===== src/rtl/maze_disp_pkg.sv =====
// Shared definitions for the maze display renderers: wall bit positions,
// default RGB332 colours and the tile painter state encoding.
package maze_disp_pkg;

   // Bit positions inside the 4-bit walls vector {north, east, south, west}
   localparam int WALL_BIT_N = 3;
   localparam int WALL_BIT_E = 2;
   localparam int WALL_BIT_S = 1;
   localparam int WALL_BIT_W = 0;

   localparam logic [7:0] DEF_WALL_COLOR      = 8'hE0;
   localparam logic [7:0] DEF_VISITED_COLOR   = 8'hF4;
   localparam logic [7:0] DEF_UNVISITED_COLOR = 8'h00;
   localparam logic [7:0] DEF_ROBOT_COLOR     = 8'h03;

   typedef enum logic [1:0] {
      IDLE  = 2'd0,
      PAINT = 2'd1,
      DONE  = 2'd2
   } paint_state_t;

endpackage


===== src/rtl/tile_color_lut.sv =====
// Combinational colour lookup for one pixel of a maze tile.
// Priority: wall band, then robot marker square, then floor colour.
import maze_disp_pkg::*;

module tile_color_lut #(
   parameter int                 TILE_SIZE       = 30,
   parameter int                 WALL_W          = 6,
   parameter int                 OFF_W           = 5,
   parameter int                 COLOR_W         = 8,
   parameter int                 MARK_LO         = 12,
   parameter int                 MARK_HI         = 17,
   parameter logic [COLOR_W-1:0] WALL_COLOR      = COLOR_W'(DEF_WALL_COLOR),
   parameter logic [COLOR_W-1:0] VISITED_COLOR   = COLOR_W'(DEF_VISITED_COLOR),
   parameter logic [COLOR_W-1:0] UNVISITED_COLOR = COLOR_W'(DEF_UNVISITED_COLOR),
   parameter logic [COLOR_W-1:0] ROBOT_COLOR     = COLOR_W'(DEF_ROBOT_COLOR)
) (
   input  logic [OFF_W-1:0]   i_xo,
   input  logic [OFF_W-1:0]   i_yo,
   input  logic [3:0]         i_walls,
   input  logic               i_visited,
   input  logic               i_robot,
   output logic [COLOR_W-1:0] o_color
);

   int   w_x;
   int   w_y;
   logic w_wall;
   logic w_mark;

   // Classify the pixel and pick its colour by priority
   always_comb begin
      w_x    = int'(i_xo);
      w_y    = int'(i_yo);
      w_wall = (i_walls[WALL_BIT_N] && (w_y <  WALL_W))
            || (i_walls[WALL_BIT_S] && (w_y >= TILE_SIZE - WALL_W))
            || (i_walls[WALL_BIT_W] && (w_x <  WALL_W))
            || (i_walls[WALL_BIT_E] && (w_x >= TILE_SIZE - WALL_W));
      w_mark = i_robot
            && (w_x >= MARK_LO) && (w_x <= MARK_HI)
            && (w_y >= MARK_LO) && (w_y <= MARK_HI);
      if (w_wall) begin
         o_color = WALL_COLOR;
      end else if (w_mark) begin
         o_color = ROBOT_COLOR;
      end else if (i_visited) begin
         o_color = VISITED_COLOR;
      end else begin
         o_color = UNVISITED_COLOR;
      end
   end

endmodule


===== src/rtl/maze_tile_painter.sv =====
// Tile rasteriser: takes one tile command and streams its TILE_SIZE^2
// pixels row-major to the frame buffer, one accepted beat per fb_ready.
//
// state | meaning
// IDLE  | waiting for start; out-of-range commands pulse err
// PAINT | presenting beat (xo,yo); advances when W_EN && fb_ready
// DONE  | one-cycle done pulse, start ignored, then back to IDLE
import maze_disp_pkg::*;

module maze_tile_painter #(
   parameter int                 TILE_SIZE       = 30,
   parameter int                 WALL_W          = 6,
   parameter int                 GRID_COLS       = 9,
   parameter int                 GRID_ROWS       = 9,
   parameter int                 ADDR_W          = 15,
   parameter int                 COLOR_W         = 8,
   parameter logic [COLOR_W-1:0] WALL_COLOR      = COLOR_W'(DEF_WALL_COLOR),
   parameter logic [COLOR_W-1:0] VISITED_COLOR   = COLOR_W'(DEF_VISITED_COLOR),
   parameter logic [COLOR_W-1:0] UNVISITED_COLOR = COLOR_W'(DEF_UNVISITED_COLOR),
   parameter logic [COLOR_W-1:0] ROBOT_COLOR     = COLOR_W'(DEF_ROBOT_COLOR),
   parameter int                 MARK_LO         = 12,
   parameter int                 MARK_HI         = 17
) (
   input  logic                          clk,
   input  logic                          reset,
   input  logic                          start,
   input  logic [$clog2(GRID_COLS)-1:0]  tile_col,
   input  logic [$clog2(GRID_ROWS)-1:0]  tile_row,
   input  logic [3:0]                    walls,
   input  logic                          visited,
   input  logic                          robot_here,
   input  logic                          fb_ready,
   output logic [ADDR_W-1:0]             x_addr,
   output logic [ADDR_W-1:0]             y_addr,
   output logic [COLOR_W-1:0]            pixel,
   output logic                          W_EN,
   output logic                          busy,
   output logic                          done,
   output logic                          err
);

   localparam int OFF_W = $clog2(TILE_SIZE);
   localparam int LAST  = TILE_SIZE - 1;

   // Parameter sanity: these must fail the build rather than misbehave
   if (TILE_SIZE < 4) begin : g_chk_tile
      $error("maze_tile_painter: TILE_SIZE must be at least 4");
   end
   if ((WALL_W < 1) || (WALL_W > TILE_SIZE / 2)) begin : g_chk_wall
      $error("maze_tile_painter: WALL_W must lie in 1..TILE_SIZE/2");
   end
   if ((longint'(GRID_COLS) * TILE_SIZE - 1) >= (longint'(1) << ADDR_W)) begin : g_chk_xw
      $error("maze_tile_painter: ADDR_W too narrow for GRID_COLS*TILE_SIZE");
   end
   if ((longint'(GRID_ROWS) * TILE_SIZE - 1) >= (longint'(1) << ADDR_W)) begin : g_chk_yw
      $error("maze_tile_painter: ADDR_W too narrow for GRID_ROWS*TILE_SIZE");
   end
   if ((MARK_LO > MARK_HI) || (MARK_HI >= TILE_SIZE)) begin : g_chk_mark
      $error("maze_tile_painter: robot marker must fit inside the tile");
   end

   paint_state_t       r_state;
   paint_state_t       w_state_nxt;

   logic [OFF_W-1:0]   r_xo;
   logic [OFF_W-1:0]   r_yo;
   logic [OFF_W-1:0]   w_xo_nxt;
   logic [OFF_W-1:0]   w_yo_nxt;

   logic [3:0]         r_walls;
   logic               r_visited;
   logic               r_robot;
   logic [ADDR_W-1:0]  r_ox;
   logic [ADDR_W-1:0]  r_oy;

   logic [ADDR_W-1:0]  r_x_addr;
   logic [ADDR_W-1:0]  r_y_addr;
   logic [COLOR_W-1:0] r_pixel;
   logic               r_wen;
   logic               r_busy;
   logic               r_done;
   logic               r_err;

   logic               w_wen_nxt;
   logic               w_busy_nxt;
   logic               w_done_nxt;
   logic               w_err_nxt;
   logic               w_load;
   logic               w_emit;

   logic [3:0]         w_sel_walls;
   logic               w_sel_visited;
   logic               w_sel_robot;
   logic [ADDR_W-1:0]  w_sel_ox;
   logic [ADDR_W-1:0]  w_sel_oy;
   logic [ADDR_W-1:0]  w_ox_in;
   logic [ADDR_W-1:0]  w_oy_in;
   logic [COLOR_W-1:0] w_color;

   logic               w_in_range;
   logic               w_accept;
   logic               w_last;

   assign w_in_range = (int'(tile_col) < GRID_COLS) && (int'(tile_row) < GRID_ROWS);
   assign w_ox_in    = ADDR_W'(tile_col) * ADDR_W'(TILE_SIZE);
   assign w_oy_in    = ADDR_W'(tile_row) * ADDR_W'(TILE_SIZE);
   assign w_accept   = r_wen && fb_ready;
   assign w_last     = (r_xo == OFF_W'(LAST)) && (r_yo == OFF_W'(LAST));

   // Colour of the beat about to be registered. On the start cycle the
   // command inputs are used directly, since they are only being latched now.
   tile_color_lut #(
      .TILE_SIZE       (TILE_SIZE),
      .WALL_W          (WALL_W),
      .OFF_W           (OFF_W),
      .COLOR_W         (COLOR_W),
      .MARK_LO         (MARK_LO),
      .MARK_HI         (MARK_HI),
      .WALL_COLOR      (WALL_COLOR),
      .VISITED_COLOR   (VISITED_COLOR),
      .UNVISITED_COLOR (UNVISITED_COLOR),
      .ROBOT_COLOR     (ROBOT_COLOR)
   ) u_lut (
      .i_xo      (w_xo_nxt),
      .i_yo      (w_yo_nxt),
      .i_walls   (w_sel_walls),
      .i_visited (w_sel_visited),
      .i_robot   (w_sel_robot),
      .o_color   (w_color)
   );

   // Next-state, offset advance and registered-output targets
   always_comb begin
      w_state_nxt   = r_state;
      w_xo_nxt      = r_xo;
      w_yo_nxt      = r_yo;
      w_wen_nxt     = r_wen;
      w_busy_nxt    = r_busy;
      w_done_nxt    = 1'b0;
      w_err_nxt     = 1'b0;
      w_load        = 1'b0;
      w_emit        = 1'b0;
      w_sel_walls   = r_walls;
      w_sel_visited = r_visited;
      w_sel_robot   = r_robot;
      w_sel_ox      = r_ox;
      w_sel_oy      = r_oy;

      case (r_state)
         IDLE: begin
            w_sel_walls   = walls;
            w_sel_visited = visited;
            w_sel_robot   = robot_here;
            w_sel_ox      = w_ox_in;
            w_sel_oy      = w_oy_in;
            if (start) begin
               if (!w_in_range) begin
                  w_err_nxt = 1'b1;
               end else begin
                  w_state_nxt = PAINT;
                  w_load      = 1'b1;
                  w_emit      = 1'b1;
                  w_xo_nxt    = '0;
                  w_yo_nxt    = '0;
                  w_wen_nxt   = 1'b1;
                  w_busy_nxt  = 1'b1;
               end
            end
         end
         PAINT: begin
            if (w_accept) begin
               if (w_last) begin
                  w_state_nxt = DONE;
                  w_wen_nxt   = 1'b0;
                  w_busy_nxt  = 1'b0;
                  w_done_nxt  = 1'b1;
               end else begin
                  w_emit = 1'b1;
                  if (r_xo == OFF_W'(LAST)) begin
                     w_xo_nxt = '0;
                     w_yo_nxt = r_yo + 1'b1;
                  end else begin
                     w_xo_nxt = r_xo + 1'b1;
                  end
               end
            end
         end
         DONE: begin
            w_state_nxt = IDLE;
         end
         default: begin
            w_state_nxt = IDLE;
            w_wen_nxt   = 1'b0;
            w_busy_nxt  = 1'b0;
         end
      endcase
   end

   // State register
   always_ff @(posedge clk) begin
      if (reset) begin
         r_state <= IDLE;
      end else begin
         r_state <= w_state_nxt;
      end
   end

   // Offsets, latched command and registered frame-buffer outputs
   always_ff @(posedge clk) begin
      if (reset) begin
         r_xo      <= '0;
         r_yo      <= '0;
         r_walls   <= '0;
         r_visited <= 1'b0;
         r_robot   <= 1'b0;
         r_ox      <= '0;
         r_oy      <= '0;
         r_x_addr  <= '0;
         r_y_addr  <= '0;
         r_pixel   <= '0;
         r_wen     <= 1'b0;
         r_busy    <= 1'b0;
         r_done    <= 1'b0;
         r_err     <= 1'b0;
      end else begin
         r_xo   <= w_xo_nxt;
         r_yo   <= w_yo_nxt;
         r_wen  <= w_wen_nxt;
         r_busy <= w_busy_nxt;
         r_done <= w_done_nxt;
         r_err  <= w_err_nxt;
         if (w_load) begin
            r_walls   <= walls;
            r_visited <= visited;
            r_robot   <= robot_here;
            r_ox      <= w_ox_in;
            r_oy      <= w_oy_in;
         end
         if (w_emit) begin
            r_x_addr <= w_sel_ox + ADDR_W'(w_xo_nxt);
            r_y_addr <= w_sel_oy + ADDR_W'(w_yo_nxt);
            r_pixel  <= w_color;
         end
      end
   end

   assign x_addr = r_x_addr;
   assign y_addr = r_y_addr;
   assign pixel  = r_pixel;
   assign W_EN   = r_wen;
   assign busy   = r_busy;
   assign done   = r_done;
   assign err    = r_err;

endmodule

===== config.mk =====
export PLATFORM = sky130hd
export DESIGN_NAME = maze_tile_painter
export DESIGN_NICKNAME = d
export VERILOG_FILES = /design/src/rtl/maze_disp_pkg.sv /design/src/rtl/tile_color_lut.sv /design/src/rtl/maze_tile_painter.sv
export SDC_FILE = /design/constraint.sdc
export NUM_CORES = 1
export LEC_CHECK = 0
export BUFFER_PORTS_ARGS = -buffer_cell sky130_fd_sc_hd__buf_2
export CAP_MARGIN = 30
export CELL_PAD_IN_SITES_DETAIL_PLACEMENT = 0
export CELL_PAD_IN_SITES_GLOBAL_PLACEMENT = 1
export CORE_MARGIN = 2
export CORE_UTILIZATION = 48
export CTS_BUF_LIST = sky130_fd_sc_hd__clkbuf_8
export CTS_CLUSTER_DIAMETER = 150
export DETAILED_ROUTE_END_ITERATION = 16
export GPL_TIMING_DRIVEN = 0
export HOLD_SLACK_MARGIN = 0.05
export PLACE_DENSITY_LB_ADDON = 0.2
export SYNTH_ARGS = -nofsm -noshare
export SYNTH_HDL_FRONTEND = slang
export SYNTH_HIERARCHICAL = 1
export SYNTH_SLANG_ARGS = --single-unit

===== constraint.sdc =====
create_clock -name clk -period 8.75 [get_ports clk]
set_input_delay 1.75 -clock clk [delete_from_list [all_inputs] [get_ports clk]]
set_output_delay 1.75 -clock clk [all_outputs]
set_load 0.02 [all_outputs]

==> out/qor_table.md <==
| Step | Quantity | This run |
|:---|:---|:---|
| cts | Sinks on Clock Net | 65 |
| timing | Final setup violation count | 0 |
| power and ir drop | IR drop worst, VDD | 0.0000695 V |
| setup path | Reg-to-Reg End | y_addr[8] |
| layout | Non-Filler Cell Area, Final | 5100 sq um |
| route | Routed via count | 4118 |
| cts | Inserted Clock Buffers | 9 |
| floorplanning | Floorplan die area | 10100 sq um |
| layout | Seq. cell area | 1300 sq um |
| power and ir drop | PD cells | 171 nW/um^2 |
| layout | Util after Layout | 55.7% |
| placement | Final Wtd Congestion | 0.922 |
| hold path | Startpoint of the most critical hold path | x_addr[4] |
| setup path | Critical Path End Type | flop |
| flow run | Total of max-cap violations | 0 |
| timing | Number of max-slew violations in the final report | 0 |
| global routing | Wire length of the first global-routing pass | 19700 um |
| power and ir drop | Combinational share of power | 32.6% |
| setup path | Number of cells on the worst reg-to-reg path | 14 |
| global routing | Total global routing overflow | 0 |
| cts | Cts repair resizes | 0 |
| floorplanning | IO Pins | 60 |
| global routing | Vias in the first global route | 3864 |
| timing | RSZ-0062 raised after global routing | no |
| timing | Hold WS | 453 ps |
| setup path | WP data required | 9040 ps |
| yosys | Post-synthesis instance area | 4490 sq um |
| layout | Most common cell after layout, fill and taps aside | sky130_fd_sc_hd__nand2_1 |
| setup path | CP Data Arrival Time | 5490 ps |
| route | Detailed-route wire length per cell | 16.1 um |
| hold path | Worst min-delay path category | flop to flop |
| route | Detailed Route WL | 12100 um |
| timing | Setup TNS Final | 0 ps |
| layout | Area of the multi-input gates | 2850 sq um |
| cts | Number of post-CTS setup repair buffers | 0 |
| layout | Ratio of cells with drive above 1 in the final layout | 15.3% |
| layout | Total number of nets in the final design | 704 |
| hold path | Worst Hold Path EP | x_addr[4] |
| cts | H-tree levels | 3 |
| timing | FMAX | 192 MHz |
| layout | Ant diodes | 0 |
| route | Vias per std cell | 5.48 |
| placement | Placed instance area | 4900 sq um |
| cts | Clock tree from TritonCTS | done |
| floorplanning | Die boundary width | 101 um |
| power and ir drop | Leakage dissipation | 2.26 nW |
| cts | Clock root buffer | sky130_fd_sc_hd__clkbuf_8 |
| floorplanning | Effective utilization at floorplan | 49.1% |
| route | Post-detailed-route DRC marker count | 0 |
| layout | Filler cells | 933 |
| layout | Layout-stage area growth over the synthesis result | 13.5% |
| global routing | Largest net degree at the start of global routing | 13 |
| timing | Worst-case clock skew | 13.4 ps |
| layout | Number of non-filler instances in the completed layout | 751 |
| power and ir drop | Relative contribution of sequential cells to total power | 37.4% |
| power and ir drop | Clk pwr share | 30.1% |
| global routing | Overall fraction of global-route tracks in use | 25.0% |
| power and ir drop | Switching share of power | 36.3% |
| route | Number of routed nets with antenna violations | 0 |
| setup path | Critical Path Fanout Max | 9 |
| route | Drt pass-1 iters | 7 |
| setup path | Reg-to-Reg Start | r_state[1] |
| floorplanning | Die boundary height | 101 um |
| power and ir drop | Internal power component | 0.000555 W |
| placement | IO Port Bufs | 48 |
| timing | Final critical-path required period | 5200 ps |
| route | Number of design-rule violations left by the first detailed-router iteration | 191 |
| global routing | Antenna violations before repair | 0 |
| setup path | Startpoint type of the worst setup path | input port |
| setup path | Critical path type | input port to flop |
| power and ir drop | Switch Pwr | 0.000316 W |
| floorplanning | # rows | 35 |
| cts | Number of buffers inserted by hold repair at cts | 0 |
| cts | Source-to-sink clock delay at the later pin of the worst-skew pair | 360 ps |
| cts | Clock tree buffer depth | 2 |
| yosys | Post-synthesis area per instance | 7.92 sq um |
| yosys | Ys Warns | 6 |
| setup path | Register-to-register setup slack | 4860 ps |
| status | Run status | completed |
| yosys | Syn Inst Count | 567 |
| placement | Cell total after placement | 735 |
| hold path | Count of cells along the worst hold path | 2 |
| timing | Number of endpoints with negative hold slack in the final report | 0 |
| layout | Leading cell types in the layout, fill and taps excluded | 113 x sky130_fd_sc_hd__nand2_1, 65 x sky130_fd_sc_hd__dfxtp_1, 53 x sky130_fd_sc_hd__buf_2 |
| placement | Final HPWL from detailed placement | 9120 um |
| floorplanning | Placeable core region | 9150 sq um |
| cts | Clock edge transition at the registers on the reported setup and hold paths | 80 ps |
| timing | Worst slew margin relative to its limit | 30.4% |
| timing | Tcrit/Tclk final | 59.5% |
| timing | Worst-margin pin slew | 1040 ps |
-- registers in the layout, summed over array words and instances (netlist names) --
| register | count |
|---|---|
| r_robot | 1 |
| r_oy | 8 |
| y_addr | 10 |
| r_xo | 5 |
| r_visited | 1 |
| r_walls | 4 |
| busy | 1 |
| x_addr | 10 |
| err | 1 |
| pixel | 8 |
| r_ox | 8 |
| r_yo | 5 |
| r_state | 2 |
| done | 1 |
-- critical path: stages --
cell and delay, ps:
sky130_fd_sc_hd__buf_2 140, sky130_fd_sc_hd__inv_1 120, sky130_fd_sc_hd__ha_1 150, sky130_fd_sc_hd__nor2b_1 220, sky130_fd_sc_hd__nand4bb_1 350, sky130_fd_sc_hd__a22oi_1 190
sky130_fd_sc_hd__nor2b_1 160, sky130_fd_sc_hd__buf_2 210, sky130_fd_sc_hd__o22ai_1 370, sky130_fd_sc_hd__ha_1 270, sky130_fd_sc_hd__inv_1 60, sky130_fd_sc_hd__fa_1 400
sky130_fd_sc_hd__nor2b_1 130, sky130_fd_sc_hd__o21a_1 170, sky130_fd_sc_hd__o221ai_2 120, sky130_fd_sc_hd__a21o_1 190, sky130_fd_sc_hd__or3b_1 360, sky130_fd_sc_hd__a21oi_2 130
-- layer usage --
metal / vias up / GRT usage [%] / wire length, um
met5: - / 0 / 0
met4: 0 / 8.85 / 316
met3: 26 / 3.88 / 600
met2: 106 / 42.4 / 5740
met1: 1935 / 32.3 / 5430
li1: 2051 / - / -
-- cell type report --
class                      instances  share of cell area, %
multi-input combinational        434                   55.8
sequential                        65                   25.5
buffer                            46                   5.13
timing repair buffer              48                   4.71
tap                              111                   2.72
clock buffer                       9                   2.43
inverter                          31                   2.28
clock inverter                     7                   1.40
-- power by group through the flow --
stage | combinational, W | clock (W) | sequential [W]
6_report | 0.000284 | 0.000262 | 0.000325
5_1_grt | 0.000316 | 0.000275 | 0.000328
4_1_cts | 0.000282 | 0.000262 | 0.000325
3_5_place_dp | 0.000280 | 0 | 0.000332
3_3_place_gp | 0.000275 | 0 | 0.000331
2_1_floorplan | 0.000191 | 0 | 0.000346
-- how the worst max path moves through the flow --
stage | slack (ps) | start | endpoint | cells past startpoint
5_1_grt | 3240 | tile_col[2] | y_addr[8] | 16
3_5_place_dp | 3250 | tile_row[2] | x_addr[9] | 18
2_1_floorplan | 4030 | tile_col[0] | x_addr[9] | 11
4_1_cts | 3590 | tile_row[2] | x_addr[9] | 18
6_report | 3550 | tile_row[2] | x_addr[9] | 18
3_3_place_gp | 3270 | tile_row[2] | x_addr[9] | 18
-- per-stage QoR --
stage / setup WS (ps) / total power, W
floorplan: 4030 / 0.000537
global placement: 3270 / 0.000606
detailed placement: 3250 / 0.000612
CTS: 3590 / 0.000869
global route: 3240 / 0.000919
finish: 3550 / 0.000871
Note: power is estimated with default switching activity, not from simulation.
